### src/rtl/sc_pkg.sv
// sc_pkg: shared encodings and constants for the stochastic-computing blocks.
package sc_pkg;

    typedef enum logic [1:0] {
        SC_IDLE = 2'd0,
        SC_RUN  = 2'd1,
        SC_DONE = 2'd2
    } sc_state_e;

    localparam int          SC_LFSR_W     = 16;
    localparam logic [15:0] SC_LFSR_TAPS  = 16'hB400;
    localparam int          SC_SEL_LFSR   = 0;
    localparam int          SC_SEL_TOGGLE = 1;

    // Fibonacci step for x^16+x^14+x^13+x^11+1; taps are bits 15,13,12,10
    function automatic logic [SC_LFSR_W-1:0] sc_lfsr_next(input logic [SC_LFSR_W-1:0] s);
        return {s[SC_LFSR_W-2:0], ^(s & SC_LFSR_TAPS)};
    endfunction

endpackage

### src/rtl/sc_lfsr16.sv
// sc_lfsr16: 16-bit Fibonacci LFSR with synchronous load and step enable.
module sc_lfsr16
    import sc_pkg::*;
#(
    parameter logic [SC_LFSR_W-1:0] SEED = 16'hACE1
) (
    input  logic                 clk,
    input  logic                 rst,
    input  logic                 load,
    input  logic                 step,
    input  logic [SC_LFSR_W-1:0] seed,
    output logic [SC_LFSR_W-1:0] q
);

    logic [SC_LFSR_W-1:0] q_q;
    logic [SC_LFSR_W-1:0] q_d;

    assign q_d = load ? seed : step ? sc_lfsr_next(q_q) : q_q;
    assign q   = q_q;

    always_ff @(posedge clk or posedge rst) begin
        if (rst) q_q <= SEED;
        else     q_q <= q_d;
    end

endmodule

### src/rtl/sc_adder_ctrl.sv
// sc_adder_ctrl: sequences one stochastic adder run, generating the select
// stream and counting ones on the adder output.
module sc_adder_ctrl
    import sc_pkg::*;
#(
    parameter int          LEN_W     = 8,
    parameter int          SEL_MODE  = 0,
    parameter logic [15:0] LFSR_SEED = 16'hACE1
) (
    input  logic             clk,
    input  logic             rst,
    input  logic             start,
    input  logic [LEN_W-1:0] len,
    input  logic             abort,
    input  logic             adder_out,
    output logic             sel,
    output logic             en,
    output logic             busy,
    output logic             done,
    output logic [LEN_W-1:0] count
);

    // an all-zero seed would lock the LFSR
    localparam logic [SC_LFSR_W-1:0] SEED = (LFSR_SEED == '0) ? 16'h0001 : LFSR_SEED;

    sc_state_e        state_q, state_d;
    logic [LEN_W-1:0] remaining_q, remaining_d;
    logic [LEN_W-1:0] count_q, count_d;
    logic             toggle_q, toggle_d;
    logic             lfsr_load, lfsr_step;
    logic [SC_LFSR_W-1:0] lfsr_q;
    logic             lfsr_msb;
    logic [SC_LFSR_W-2:0] lfsr_unused;

    sc_lfsr16 #(.SEED(SEED)) u_lfsr (
        .clk  (clk),
        .rst  (rst),
        .load (lfsr_load),
        .step (lfsr_step),
        .seed (SEED),
        .q    (lfsr_q)
    );

    assign {lfsr_msb, lfsr_unused} = lfsr_q;

    always_comb begin
        state_d     = state_q;
        remaining_d = remaining_q;
        count_d     = count_q;
        toggle_d    = toggle_q;
        lfsr_load   = 1'b0;
        lfsr_step   = 1'b0;
        case (state_q)
            SC_IDLE: begin
                if (start) begin
                    count_d     = '0;
                    remaining_d = len;
                    toggle_d    = 1'b0;
                    lfsr_load   = 1'b1;
                    state_d     = (len != '0) ? SC_RUN : SC_DONE;
                end
            end
            SC_RUN: begin
                if (abort) begin
                    state_d = SC_IDLE;
                end else begin
                    count_d     = count_q + LEN_W'(adder_out);
                    remaining_d = remaining_q - LEN_W'(1);
                    lfsr_step   = 1'b1;
                    toggle_d    = ~toggle_q;
                    state_d     = (remaining_q == LEN_W'(1)) ? SC_DONE : SC_RUN;
                end
            end
            SC_DONE: state_d = SC_IDLE;
            default: state_d = SC_IDLE;
        endcase
    end

    always_ff @(posedge clk or posedge rst) begin
        if (rst) begin
            state_q     <= SC_IDLE;
            remaining_q <= '0;
            count_q     <= '0;
            toggle_q    <= 1'b0;
        end else begin
            state_q     <= state_d;
            remaining_q <= remaining_d;
            count_q     <= count_d;
            toggle_q    <= toggle_d;
        end
    end

    // abort gates en combinationally so the aborted cycle consumes no bits
    assign en    = (state_q == SC_RUN) && !abort;
    assign sel   = (state_q == SC_RUN) && ((SEL_MODE == SC_SEL_TOGGLE) ? toggle_q : lfsr_msb);
    assign busy  = (state_q != SC_IDLE);
    assign done  = (state_q == SC_DONE);
    assign count = count_q;

endmodule

### config.mk
export PLATFORM = sky130hd
export DESIGN_NAME = sc_adder_ctrl
export DESIGN_NICKNAME = d
export VERILOG_FILES = /design/src/rtl/sc_pkg.sv /design/src/rtl/sc_lfsr16.sv /design/src/rtl/sc_adder_ctrl.sv
export SDC_FILE = /design/constraint.sdc
export NUM_CORES = 1
export LEC_CHECK = 0
export ABC_CLOCK_PERIOD_IN_PS = 1800
export CAP_MARGIN = 15
export CORE_UTILIZATION = 25
export CTS_BUF_LIST = sky130_fd_sc_hd__clkbuf_8
export CTS_CLUSTER_DIAMETER = 80
export CTS_CLUSTER_SIZE = 8
export DETAILED_ROUTE_END_ITERATION = 7
export SLEW_MARGIN = 20
export SYNTH_ARGS = -nofsm -noshare
export SYNTH_HDL_FRONTEND = slang
export SYNTH_SLANG_ARGS = --single-unit
### constraint.sdc
create_clock -name clk -period 1.8 [get_ports clk]
set_input_delay 0.36 -clock clk [delete_from_list [all_inputs] [get_ports clk]]
set_output_delay 0.36 -clock clk [all_outputs]
set_load 0.05 [all_outputs]
==> flow_summary.ini <==
[status]
status = finished clean

[pwr]
power.share.clock_pct = 21.1
p_per_area_nw_per_um2 = 1160
vdd_drop_max_mv = 0.414
p_comb_share_pct = 35.6
swShare_pct = 35.3
p_int_mw = 1.73
leakage_nw = 1.02
seq_power_share_pct = 43.2
p_switching_mw = 0.944

[yosys]
syn_area_sq_um = 1740
async_flop_share_pct = 100
ys.flop_type = dfrtp_1
yosys_warnings = 0
synth_cell_type_count = 40
avgSynthCellArea_sq_um = 9.00
synth_edf_count = 0
synth_fp_nets = 210
synth_largest_area_cell = dfrtp_1
synth_most_common_cell = nand2_1
synth_top_cell_area_share_pct = 37.5
yosysSeqAreaShare_pct = 49.6
ys_ff_latch = 34
synth_cells = 193
yosys-top-cells-count = 40 x nand2_1, 26 x dfrtp_1, 20 x a21oi_1
synthTopCellsByArea = dfrtp_1 37%, dfstp_2 12%, nand2_1 8.6%

[clocking]
clk_path_buf_depth = 2
cts_htree_levels = 2
cts.sinks = 34
cts-buffers-inserted = 5
postCtsHoldBufs = 0
worstSkewPairLatency_ps = 290
tritoncts = done
root_buffer = clkbuf_8
clk_pin_slew_ps = 70

[worst_setup_path]
cp_data_arrival_time_ps = 1380
cp.required_ps = 1440
start_kind = input port
cp-end-kind = primary output
crit_fanout = 4
path_class = in2out
r2r_slack_ps = 280

[timing]
grt_setup_unrepaired = false
finalMaxSlewViolations = 0
worst_pin_slew_ps = 461
finalHoldViolCount = 0
relSlewSlack_pct = 69.3
worst_slack_ps = 61.4
fin_crit_ps = 1740
fin_crit_sh_pct = 96.6
setup_viol = 0
finalHoldWorstSlack_ps = 468
finClkSkew_ps = 10.7
fmax_ghz = 0.575

[cells_and_area]
diodes = 0
fillers = 708
area_delta_synth_final_pct = 32.9
drive_above_1_share_pct = 22.4
final_cell_area_sq_um = 2310
num-nets-final = 254

[global_routing]
antenna_found_initial = 0
grt-ovfl-total = 0
grt_pass1_wl_mm = 6.67
grt_pass1_vias = 1412
grt_max_degree = 35
track_usage_pct = 11.8

[placed_design]
place_ws_ps = -131
placed_area_sq_um = 2210
hpwlAfterDp_mm = 2.89
portBuffers = 24
gp_congestion = 0.789

[worst_hold_path]
holdCritPathClass = in2async

[floorplan]
core_sq_um = 6760
die_h_um = 85.3
die_w_um = 85.3
die_area_sq_um = 7280
initial_core_util_pct = 25.7
rows = 30
num_io_pins = 25

[detailed_routing]
via_per_inst = 4.75
postRouteAntennaNets = 0
drc_errors = 0
drt-total-wl_mm = 3.94
first_pass_iters = 4
drt-initial-drc-count = 82
vias = 1506
wl_per_cell_um = 12.4

[flow_run]
maxCapViolations = 0
placed cells by master (no fill, tap or decap), types with 2 or more instances in the layout:
master,instances
buf_4,30
buf_12,4
or4_1,4
a22oi_1,3
xnor2_1,5
nor4_1,2
nand3_1,10
a21oi_1,20
nand3b_1,2
nor3_1,2
o31ai_1,2
a211oi_1,2
nand2b_2,2
inv_1,7
o2bb2ai_1,2
ha_1,4
clkdlybuf4s50_1,12
and2_1,3
nor2_1,11
nand2b_1,2
dfrtp_1,26
o21ai_0,13
dfstp_2,8
clkbuf_8,6
nand2_1,40
per-stage QoR:
step           util, %  TNS, ps  cells  power (mW)
3_5_place_dp      32.8     -628    310        2.12
3_3_place_gp      32.8     -534    310        2.10
6_report          34.1        0    317        2.67
4_1_cts           34.1        0    317        2.69
5_1_grt           34.1        0    317        2.84
2_1_floorplan        -        0    193        1.76
worst max-delay path, stage by stage:
cell             delay [ps]
clkdlybuf4s50_1         490
nand2b_2                190
clkinvlp_4              160
buf_12                  170
cells by family after synthesis:
family	after synthesis	share of synthesized area, %
xor gates and xnor gates	6	3.03
DFF	34	49.6
and+or+nand+nor	86	24.4
adders and majority gates	4	2.88
AOI/OAI and AO/OA	47	15.9
buffers and inverters	16	4.25
metal layers:
layer	wire (um)	track usage [%]
met5	0	0
met4	44	4.55
met3	181	2.92
met2	1750	18.3
met1	1970	15.9
worst paths after layout:
check	startpoint	to	cells past startpoint
setup / recovery	abort	en	4
min in group clk	u_lfsr.q[11]$_DFFE_PP1P_	u_lfsr.q[11]$_DFFE_PP1P_	2
hold / removal	rst	remaining_q[5]$_DFFE_PP0P_	3
hold reg to reg	u_lfsr.q[11]$_DFFE_PP1P_	u_lfsr.q[11]$_DFFE_PP1P_	2
max in group asynchronous	rst	u_lfsr.q[5]$_DFFE_PP1P_	3
setup reg to reg	state_q[0]$_DFFE_PP0P_	count[7]$_DFFE_PP0P_	5
registers in the layout (all words and copies together) (netlist names):
name / flops
u_lfsr.q: 16
count: 8
remaining_q: 8
state_q: 2
area by class of cell:
class	count	area [sq um]	share of cell area (%)
flip-flops and latches	34	861	37.3
multi-input cells	143	805	34.9
repair buffers	46	425	18.4
well taps	80	100	4.34
clock buffers	6	82.6	3.58
inverters	7	30.0	1.30
clock inverters	1	3.75	0.163
power by group through the flow:
stage	Sequential [mW]	Clock (mW)	Combinational (mW)
2_1_floorplan	1.18	0	0.585
3_3_place_gp	1.16	0	0.935
3_5_place_dp	1.17	0	0.955
4_1_cts	1.15	0.575	0.959
5_1_grt	1.18	0.604	1.05
6_report	1.15	0.564	0.952
repair_timing:
action                                  CTS  global route
endpoints found under the setup margin    1             1
buffers inserted                          0             0
gates resized for setup                   1             1
Power figures use the tool's default switching activity.
